File: src/rtl/hs_monitor_pkg.sv
// hs_monitor_pkg: run-state encoding and readout map shared by the hs_monitor slice.
// Latency: n/a (types and constants only).
// Backpressure: n/a.
package hs_monitor_pkg;

   typedef enum logic [1:0] {
      ST_IDLE = 2'd0,
      ST_RUN  = 2'd1,
      ST_DONE = 2'd2
   } state_t;

   // Readout select map; pages are selected by rd_sel[7:4], entries by rd_sel[3:0]
   localparam logic [7:0] SEL_STATUS = 8'h00;
   localparam logic [7:0] SEL_TIMER  = 8'h01;
   localparam logic [7:0] SEL_NCH    = 8'h02;
   localparam logic [7:0] SEL_NTRIG  = 8'h03;
   localparam logic [7:0] SEL_HS     = 8'h10;
   localparam logic [7:0] SEL_STALL  = 8'h20;
   localparam logic [7:0] SEL_FIRST  = 8'h30;
   localparam logic [7:0] SEL_CAP    = 8'h40;
   localparam logic [7:0] SEL_HIT    = 8'h50;
   localparam logic [7:0] SEL_WDOG   = 8'h60;

   // First-valid readout when a channel never raised valid during the run
   localparam logic [31:0] FIRST_NONE = 32'hFFFF_FFFF;

   // Page number of a readout select
   function automatic logic [3:0] sel_page(input logic [7:0] sel);
      return sel[7:4];
   endfunction

endpackage

File: src/rtl/hs_ch_stat.sv
// hs_ch_stat: sticky flags, saturating handshake/stall counters and first-valid stamp for one channel.
// Latency: statistics update on the clock edge that samples the channel; readout word is combinational.
// Backpressure: none, passive observer of vld/rdy.
module hs_ch_stat
   import hs_monitor_pkg::*;
#(
   parameter int CNT_W = 32
)
(
   input  logic             clk,
   input  logic             rst,
   input  logic             i_clr,
   input  logic             i_run,
   input  logic             i_vld,
   input  logic             i_rdy,
   input  logic [CNT_W-1:0] i_timer,
   output logic             o_vld_seen,
   output logic             o_rdy_seen,
   output logic [CNT_W-1:0] o_hs_cnt,
   output logic [CNT_W-1:0] o_stall_cnt,
   output logic [31:0]      o_first_rd
);

   localparam logic [CNT_W-1:0] CNT_MAX = '1;

   logic             r_vld_seen;
   logic             r_rdy_seen;
   logic [CNT_W-1:0] r_hs_cnt;
   logic [CNT_W-1:0] r_stall_cnt;
   logic [CNT_W-1:0] r_first_vld;

   // Accumulate channel statistics during a run; arm wipes them
   always_ff @(posedge clk or posedge rst) begin
      if (rst) begin
         r_vld_seen  <= 1'b0;
         r_rdy_seen  <= 1'b0;
         r_hs_cnt    <= '0;
         r_stall_cnt <= '0;
         r_first_vld <= '0;
      end else if (i_clr) begin
         r_vld_seen  <= 1'b0;
         r_rdy_seen  <= 1'b0;
         r_hs_cnt    <= '0;
         r_stall_cnt <= '0;
         r_first_vld <= '0;
      end else if (i_run) begin
         if (i_vld) r_vld_seen <= 1'b1;
         if (i_rdy) r_rdy_seen <= 1'b1;
         if (i_vld && i_rdy && (r_hs_cnt != CNT_MAX))
            r_hs_cnt <= r_hs_cnt + 1'b1;
         if (i_vld && !i_rdy && (r_stall_cnt != CNT_MAX))
            r_stall_cnt <= r_stall_cnt + 1'b1;
         // The timer still holds this cycle's index, so the first run cycle stamps 0
         if (i_vld && !r_vld_seen)
            r_first_vld <= i_timer;
      end
   end

   assign o_vld_seen  = r_vld_seen;
   assign o_rdy_seen  = r_rdy_seen;
   assign o_hs_cnt    = r_hs_cnt;
   assign o_stall_cnt = r_stall_cnt;
   assign o_first_rd  = r_vld_seen ? 32'(r_first_vld) : FIRST_NONE;

endmodule

File: src/rtl/hs_monitor.sv
// hs_monitor: run-controlled vld/rdy debug monitor with per-channel stats, address-triggered captures and a 32-bit readout.
// Latency: statistics update on the sampling edge; rd_data_o is registered, one cycle after rd_sel_i.
// Backpressure: none, observes only and never stalls the watched pipeline.
// Optional watchdog (idle-with-valid detector, hang_o and snapshot at 0x60) is built when MON_WATCHDOG_EN is defined.
module hs_monitor
   import hs_monitor_pkg::*;
#(
   parameter int NUM_CH   = 4,
   parameter int NUM_TRIG = 2,
   parameter int CNT_W    = 32,
   parameter int ADDR_W   = 16,
   parameter int CAP_W    = 32,
   parameter int CAP_LAST = 0
`ifdef MON_WATCHDOG_EN
   ,
   parameter int WDOG_LIMIT = 1024
`endif
)
(
   input  logic                       clk,
   input  logic                       rst,
   input  logic                       arm_i,
   input  logic                       stop_i,
   input  logic [NUM_CH-1:0]          vld_i,
   input  logic [NUM_CH-1:0]          rdy_i,
   input  logic [ADDR_W-1:0]          addr_i,
   input  logic                       cap_en_i,
   input  logic [CAP_W-1:0]           cap_data_i,
   input  logic [NUM_TRIG*ADDR_W-1:0] trig_addr_i,
   input  logic [7:0]                 rd_sel_i,
   output logic [31:0]                rd_data_o,
   output logic [2*NUM_CH-1:0]        sticky_o,
   output logic [1:0]                 state_o,
   output logic                       hang_o
);

   localparam logic [CNT_W-1:0] CNT_MAX = '1;

   state_t               r_state;
   logic [CNT_W-1:0]     r_timer;
   logic [CAP_W-1:0]     r_cap [NUM_TRIG];
   logic [NUM_TRIG-1:0]  r_hit;
   logic [31:0]          r_rd_data;

   logic                 w_run;
   logic [NUM_TRIG-1:0]  w_hit;
   logic [NUM_CH-1:0]    w_vld_seen;
   logic [NUM_CH-1:0]    w_rdy_seen;
   logic [CNT_W-1:0]     w_hs_cnt    [NUM_CH];
   logic [CNT_W-1:0]     w_stall_cnt [NUM_CH];
   logic [31:0]          w_first_rd  [NUM_CH];
   logic [31:0]          w_wdog_rd;
   logic [31:0]          w_rd;
   logic [3:0]           w_idx;

   // Statistics only move in RUN cycles that are not themselves an arm
   assign w_run = (r_state == ST_RUN) && !arm_i;

   // Run-control FSM and the run timer; arm wins over stop and restarts from any state
   always_ff @(posedge clk or posedge rst) begin
      if (rst) begin
         r_state <= ST_IDLE;
         r_timer <= '0;
      end else if (arm_i) begin
         r_state <= ST_RUN;
         r_timer <= '0;
      end else if (r_state == ST_RUN) begin
         if (stop_i || (r_timer == CNT_MAX))
            r_state <= ST_DONE;
         if (r_timer != CNT_MAX)
            r_timer <= r_timer + 1'b1;
      end
   end

   for (genvar c = 0; c < NUM_CH; c++) begin : g_ch
      hs_ch_stat #(.CNT_W(CNT_W)) u_ch (
         .clk         (clk),
         .rst         (rst),
         .i_clr       (arm_i),
         .i_run       (w_run),
         .i_vld       (vld_i[c]),
         .i_rdy       (rdy_i[c]),
         .i_timer     (r_timer),
         .o_vld_seen  (w_vld_seen[c]),
         .o_rdy_seen  (w_rdy_seen[c]),
         .o_hs_cnt    (w_hs_cnt[c]),
         .o_stall_cnt (w_stall_cnt[c]),
         .o_first_rd  (w_first_rd[c])
      );
   end

   // Address match per capture slot, qualified by cap_en_i and RUN
   always_comb begin
      w_hit = '0;
      for (int k = 0; k < NUM_TRIG; k++)
         w_hit[k] = w_run && cap_en_i && (addr_i == trig_addr_i[k*ADDR_W +: ADDR_W]);
   end

   // Capture slots: first hit only, or every hit when CAP_LAST is set
   always_ff @(posedge clk or posedge rst) begin
      if (rst) begin
         r_hit <= '0;
         for (int k = 0; k < NUM_TRIG; k++) r_cap[k] <= '0;
      end else if (arm_i) begin
         r_hit <= '0;
         for (int k = 0; k < NUM_TRIG; k++) r_cap[k] <= '0;
      end else begin
         for (int k = 0; k < NUM_TRIG; k++) begin
            if (w_hit[k]) begin
               r_hit[k] <= 1'b1;
               if ((CAP_LAST != 0) || !r_hit[k])
                  r_cap[k] <= cap_data_i;
            end
         end
      end
   end

`ifdef MON_WATCHDOG_EN
   logic [31:0]         r_idle;
   logic                r_hang;
   logic [2*NUM_CH-1:0] r_wdog_snap;

   // Count consecutive-ish cycles with pending valid but no handshake; latch hang and the vld/rdy picture
   always_ff @(posedge clk or posedge rst) begin
      if (rst) begin
         r_idle      <= '0;
         r_hang      <= 1'b0;
         r_wdog_snap <= '0;
      end else if (arm_i) begin
         r_idle      <= '0;
         r_hang      <= 1'b0;
         r_wdog_snap <= '0;
      end else if (r_state == ST_RUN) begin
         if (|(vld_i & rdy_i)) begin
            r_idle <= '0;
         end else if ((|vld_i) && !r_hang) begin
            r_idle <= r_idle + 32'd1;
            if ((r_idle + 32'd1) == 32'(WDOG_LIMIT)) begin
               r_hang      <= 1'b1;
               r_wdog_snap <= {vld_i, rdy_i};
            end
         end
      end
   end

   assign hang_o    = r_hang;
   assign w_wdog_rd = 32'(r_wdog_snap);
`else
   assign hang_o    = 1'b0;
   assign w_wdog_rd = '0;
`endif

   // Readout mux; out-of-range channel/slot indices and unmapped selects read 0
   always_comb begin
      w_rd  = '0;
      w_idx = rd_sel_i[3:0];
      case (sel_page(rd_sel_i))
         sel_page(SEL_STATUS): begin
            if (rd_sel_i == SEL_STATUS)     w_rd = {28'b0, hang_o, 1'b0, r_state};
            else if (rd_sel_i == SEL_TIMER) w_rd = 32'(r_timer);
            else if (rd_sel_i == SEL_NCH)   w_rd = 32'(NUM_CH);
            else if (rd_sel_i == SEL_NTRIG) w_rd = 32'(NUM_TRIG);
         end
         sel_page(SEL_HS):
            for (int c = 0; c < NUM_CH; c++)
               if (w_idx == 4'(c)) w_rd = 32'(w_hs_cnt[c]);
         sel_page(SEL_STALL):
            for (int c = 0; c < NUM_CH; c++)
               if (w_idx == 4'(c)) w_rd = 32'(w_stall_cnt[c]);
         sel_page(SEL_FIRST):
            for (int c = 0; c < NUM_CH; c++)
               if (w_idx == 4'(c)) w_rd = w_first_rd[c];
         sel_page(SEL_CAP):
            for (int k = 0; k < NUM_TRIG; k++)
               if (w_idx == 4'(k)) w_rd = 32'(r_cap[k]);
         sel_page(SEL_HIT):
            if (w_idx == 4'd0) w_rd = 32'(r_hit);
         sel_page(SEL_WDOG):
            if (w_idx == 4'd0) w_rd = w_wdog_rd;
         default: w_rd = '0;
      endcase
   end

   // Register the selected word for the debug port
   always_ff @(posedge clk or posedge rst) begin
      if (rst) r_rd_data <= '0;
      else     r_rd_data <= w_rd;
   end

   assign rd_data_o = r_rd_data;
   assign sticky_o  = {w_vld_seen, w_rdy_seen};
   assign state_o   = r_state;

endmodule

File: config.mk
export PLATFORM = sky130hd
export DESIGN_NAME = hs_monitor
export DESIGN_NICKNAME = d
export VERILOG_FILES = /design/src/rtl/hs_monitor_pkg.sv /design/src/rtl/hs_ch_stat.sv /design/src/rtl/hs_monitor.sv
export SDC_FILE = /design/constraint.sdc
export NUM_CORES = 2
export LEC_CHECK = 0
export BUFFER_PORTS_ARGS = -buffer_cell sky130_fd_sc_hd__buf_2
export CAP_MARGIN = 20
export CORE_MARGIN = 10
export CORE_UTILIZATION = 53
export DETAILED_ROUTE_END_ITERATION = 7
export PLACE_DENSITY = 0.7
export SYNTH_ARGS = -nofsm -noshare
export SYNTH_HDL_FRONTEND = slang
export SYNTH_SLANG_ARGS = --single-unit
File: constraint.sdc
create_clock -name clk -period 18.5 [get_ports clk]
set_input_delay 1.85 -clock clk [delete_from_list [all_inputs] [get_ports clk]]
set_output_delay 1.85 -clock clk [all_outputs]
set_load 0.05 [all_outputs]
**Yosys cells after proc, flatten, opt, wreduce, memory -nomap -nowiden**

Index checks and enable logic that the tools add are counted.

- Flip-flop bits (word level): 524
- Input port bits: 101
- Word-level logic and storage cells: 247

- $add $sub $neg: 9
- Equal/unequal tests: 26
- Multiplexer cells: 98
- Reduce and logical (&&, ||, !) cells: 87

Operators with widths:

| operator | number |
|---|---|
| $mux W32 | 63 |
| $add A32 B1 Y32 const B | 9 |
| $ne A32 B32 Y1 const B | 9 |
| $pmux W32 S6 | 1 |
| $mux W64 | 1 |
| $reduce_bool A2 Y1 | 26 |
| $reduce_and A2 Y1 | 24 |
| $eq A16 B16 Y1 | 2 |
| $eq A32 B32 Y1 const B | 1 |
| $mux W1 | 26 |
| $logic_and A1 B1 Y1 | 24 |
| $eq A4 B2 Y1 const B | 4 |
| $eq A8 B2 Y1 const B | 2 |
| $mux W2 | 6 |
| $logic_not A1 Y1 | 9 |
| $eq A4 B1 Y1 const B | 2 |
| $eq A4 B3 Y1 const B | 2 |
| $eq A8 B1 Y1 const B | 1 |
| $logic_not A4 Y1 | 2 |
| $logic_not A8 Y1 | 1 |
| $ne A2 B2 Y1 const B | 2 |
| $mux W3 | 1 |
| $eq A2 B1 Y1 const B | 1 |
| $logic_or A1 B1 Y1 | 1 |

**Logic depth before layout (Yosys ltp)**

- Depth after elaboration: 6
- Depth in mapped cells: 9
- Depth with buffers taken out: 6

**Cells and area by module**

A second synthesis with hierarchy kept.

- Cells, all modules: 3,165
- Area total of the unflattened synthesis: 30,459.2 um2

By module, submodules not included:

| module | times used | cells each | area each (um2) | seq. area each (um2) |
|---|---|---|---|---|
| hs_ch_stat at g_ch[0].u_ch ... | 3 | 505 | 5,162.5 | 2,452.4 |
| hs_monitor | 1 | 1,152 | 10,057.1 | 3,303.2 |
| hs_ch_stat at g_ch[1].u_ch | 1 | 498 | 4,914.7 | 2,452.4 |

**Worst setup path after synthesis**

Ideal clock, no wire load.

- Path type: in2reg
- From: input port rd_sel_i[1]
- To: register r_rd_data[14] (netlist: rd_data_o[14])
- Setup time: 131 ps
- Arrival: 3,510 ps
- Data required time: 18,369 ps
- Setup slack: 14,858 ps
- Stages: 6
- Buffers on the path: 3
- Path through: clkbuf_1 > buf_1 > clkbuf_1 > mux4_2 > a221oi_1 > nand3_1

- Cells in the longest elaborated chain, start to end: 6

RTL lines:

| item | RTL line | source |
|---|---|---|
| start: declaration | hs_monitor.sv:30 | `input logic [7:0] rd_sel_i,` |
| $logic_not A4 Y1 | - |  |
| $mux W32 (on tied branches) (4 in series) | hs_monitor.sv:172, hs_monitor.sv:166, hs_monitor.sv:169 |  |
| $pmux W32 S6 (*) | hs_monitor.sv:157 | `case (sel_page(rd_sel_i))` |
| via w_rd[14] | hs_monitor.sv:53 | `logic [31:0] w_rd;` |
| end signal: assignment | hs_monitor.sv:187 | `else r_rd_data <= w_rd;` |
| end: declaration | hs_monitor.sv:43 | `logic [31:0] r_rd_data;` |

Mark *: on every way through the listed nets, which the timed path passes. The rest lies on a longest branch.
A chain may end at the register's enable or synchronous reset.

**Worst setup path after layout**

- From: input port rd_sel_i[1]
- To: register r_rd_data[30] (netlist: rd_data_o[30])

Same word-level chain as after synthesis.

==> out/results.ini <==
[run_status]
outcome = finished with violations
violations = design-rule violations

[cts]
root_buffer = clkbuf_16
htreeDepth = 2
clk_path_buf_depth = 3
cts_tree = yes
clk_latency_ns = 0.63
cts_made_buffers = 58
cts_resized = 0
post_cts_buffers = 0
clk_pin_slew_ns = 0.06
numClockSinks = 524
cts.hold.buffers_added = 0

[global_routing]
antenna_found_initial = 6
grt_remaining_overflow = 0
grt_first_pass_wirelength_mm = 164
grt_pass1_vias = 26500
grt_util_all_layers_pct = 31.3
grt_max_degree = 212

[yosys]
syn_nets = 3522
yosysSeqAreaShare_pct = 43.7
ys_warn_count = 0
synth_cell_types = 92
synth_seq_cells = 524
syn_area_per_cell_sq_um = 8.79
synth_area_leaders = dfrtp_1 (44%), a21oi_1 (7.1%), nand2_1 (5.7%)
synth_edf_count = 0
synth_ff_type = dfrtp_1
synth_top_area_share_pct = 43.7
async_flop_share_pct = 100
synth_top_area_cell = dfrtp_1
syn-cell-area_sq_um = 30000
synthCells = 3412

[critical_path]
cpPeakStageDelay_ns = 0.74
reg2regPathDepth = 7
crit_slowest_cell = nand2_1
worstPathMaxFanout = 33
r2r-start = state_o[0]$_DFFE_PP0P_
crit_path_end = rd_data_o[30]$_DFF_PP0_
r2r-end = g_ch[3].u_ch.o_hs_cnt[28]$_DFFE_PP0P_
worst_ep_arrival_time_ns = 4.47
path_cells = buf_2 > nor2b_2 > buf_4 > nand2_1 > a221o_1 > o211ai_1 > nand4b_1
r2r_slack_ns = 15.13
startpoint = rd_sel_i[1]
cp-end-kind = register
worstPathRequired_ns = 19.00
crit_type = in -> reg
start_kind = input pin

[sta]
skew_ns = 0.0154
finalCritPeriodShare_pct = 21.4
fin_crit_ns = 3.96
hold_ws_ns = 0.489
tns_ns = 0
tightest_slew_ns = 1.19
fin_ws_ns = 14.54
setup_violations = 0
rsz0062_at_grt = no
max_freq_ghz = 0.252
relSlewSlack_pct = 20.4
slew_violations = 0
hold_violations = 0

[hold_path]
hold_depth = 2
hold_path_class = reg -> reg

[power_and_ir_drop]
ir_drop_mv = 0.0802
pwr_density_cell_nw_per_um2 = 78.3
power.total_uw = 2590
leakage_uw = 0.0127

[place]
place.gp.congestion = 1.00
dpl_cell_area_sq_um = 30900
port_buffers = 142
hpwlAfterDp_mm = 75.5
place_ws_ns = 14.02

[routing]
via_per_inst = 6.89
wirelength_mm = 108
wl_met2_mm = 47.1
drt_iter0_markers = 4143
firstDrtPassIters = 8
drtAntennaViolNets = 0
wl_met1_mm = 42.0
drc_errors = 6
num_vias = 28800
highest_layer = met5
met3_length_mm = 13.0
wire_per_inst_microns = 25.8

[finish]
finalInstanceArea_sq_um = 33100
areaGrowthSynthToFinish_pct = 10.4
final_nets = 3488
drive_above_1_share_pct = 12.0

[floorplan]
dieArea_sq_um = 66500
start_util_pct = 53.4
ios = 144
dieHeight_microns = 258
core-area_sq_um = 56200
core.rowCount = 87
die_w_microns = 258

[job]
cap_violations = 0

[synthesized netlist by cell type, types with 15 or more instances]
library cell / count
xor2_1: 50
nand2_1: 457
mux2i_1: 74
and3_1: 23
a22oi_1: 23
nor2_1: 218
mux4_2: 30
mux2_2: 24
o21ai_0: 177
and4_1: 31
or3_1: 112
nor2b_1: 30
or4_1: 87
buf_4: 21
nor3_1: 32
dfrtp_1: 524
a21oi_1: 423
o22ai_1: 48
nand3_1: 133
o31ai_1: 141
a211oi_1: 34
buf_2: 26
nor4_1: 30
buf_1: 15
xnor2_1: 47
inv_1: 41
nand4_1: 146
clkbuf_1: 220
[worst min path at each step]
stage,startpoint,end
floorplan,g_ch[0].u_ch.o_rdy_seen$_DFFE_PP0P_,g_ch[0].u_ch.o_rdy_seen$_DFFE_PP0P_
global placement,g_ch[1].u_ch.o_rdy_seen$_DFFE_PP0P_,g_ch[1].u_ch.o_rdy_seen$_DFFE_PP0P_
detailed placement,g_ch[3].u_ch.o_rdy_seen$_DFFE_PP0P_,g_ch[3].u_ch.o_rdy_seen$_DFFE_PP0P_
CTS,g_ch[3].u_ch.o_rdy_seen$_DFFE_PP0P_,g_ch[3].u_ch.o_rdy_seen$_DFFE_PP0P_
global route,g_ch[3].u_ch.r_first_vld[16]$_DFFE_PP0P_,g_ch[3].u_ch.r_first_vld[16]$_DFFE_PP0P_
finish,g_ch[3].u_ch.o_rdy_seen$_DFFE_PP0P_,g_ch[3].u_ch.o_rdy_seen$_DFFE_PP0P_
[sequential cells by signal, summed over array words and instances (netlist names)]
signal / flops
r_timer: 32
g_ch.u_ch.r_first_vld: 128
r_hit: 2
g_ch.u_ch.o_rdy_seen: 4
g_ch.u_ch.o_hs_cnt: 128
g_ch.u_ch.o_vld_seen: 4
r_cap: 64
g_ch.u_ch.o_stall_cnt: 128
state_o: 2
rd_data_o: 32
[per-stage QoR]
step | util [%] | cells
3_3_place_gp | 54.9 | 4065
6_report | 58.9 | 4185
4_1_cts | 58.7 | 4176
2_1_floorplan | - | 3412
3_5_place_dp | 55.1 | 4068
5_1_grt | 58.9 | 4185
[kinds of logic after synthesis]
group	count (synthesis)	synth area share [%]
simple gates	1383	24.0
compound gates	936	18.7
flops	524	43.7
buf+inv	333	4.70
mux	129	5.66
xor+xnor	97	2.83
fa+ha+maj	9	0.376
other cells	1	0.0125
[metal layers]
metal  GRT usage (%)  up-vias
met5               0        -
met4            14.4        4
met3            7.87      329
met2            46.6     1744
met1            42.5    14200
li1                -    12500
[report_power, final]
group	switching (uW)	internal (uW)
sequential	11.5	1150
clock	492	753
combinational	142	43.2
total	645	1950
[critical path, delay by kind of cell]
kind                   cells  cell delay [ns]
buffers and inverters      2             0.84
AO/OA/AOI/OAI              2             0.64
AND/OR/NAND/NOR            3             1.11
[layout make-up]
type,instances,area (sq um)
fill,4891,23100
antenna,3,7.51
timing repair buffer,197,1270
inverter,42,165
clock inverter,23,303
tap,756,946
multi-input combinational,2555,15500
sequential,524,13100
clock buffer,85,1760
[cell usage in the layout (no fill, tap or decap), types with 31 or more instances in the layout]
cell type,count
or3_1,112
xnor2_1,47
a211oi_1,34
nand2_1,457
nand3_1,131
buf_4,46
clkbuf_16,61
dfrtp_1,524
nand4_1,146
nor2_1,213
buf_2,140
a21oi_1,423
o21ai_0,177
nor3_1,32
o31ai_1,141
and4_1,31
or4_1,87
xor2_1,50
mux2i_1,74
o22ai_1,48
inv_1,40
Note: power is estimated with default switching activity, not from simulation.
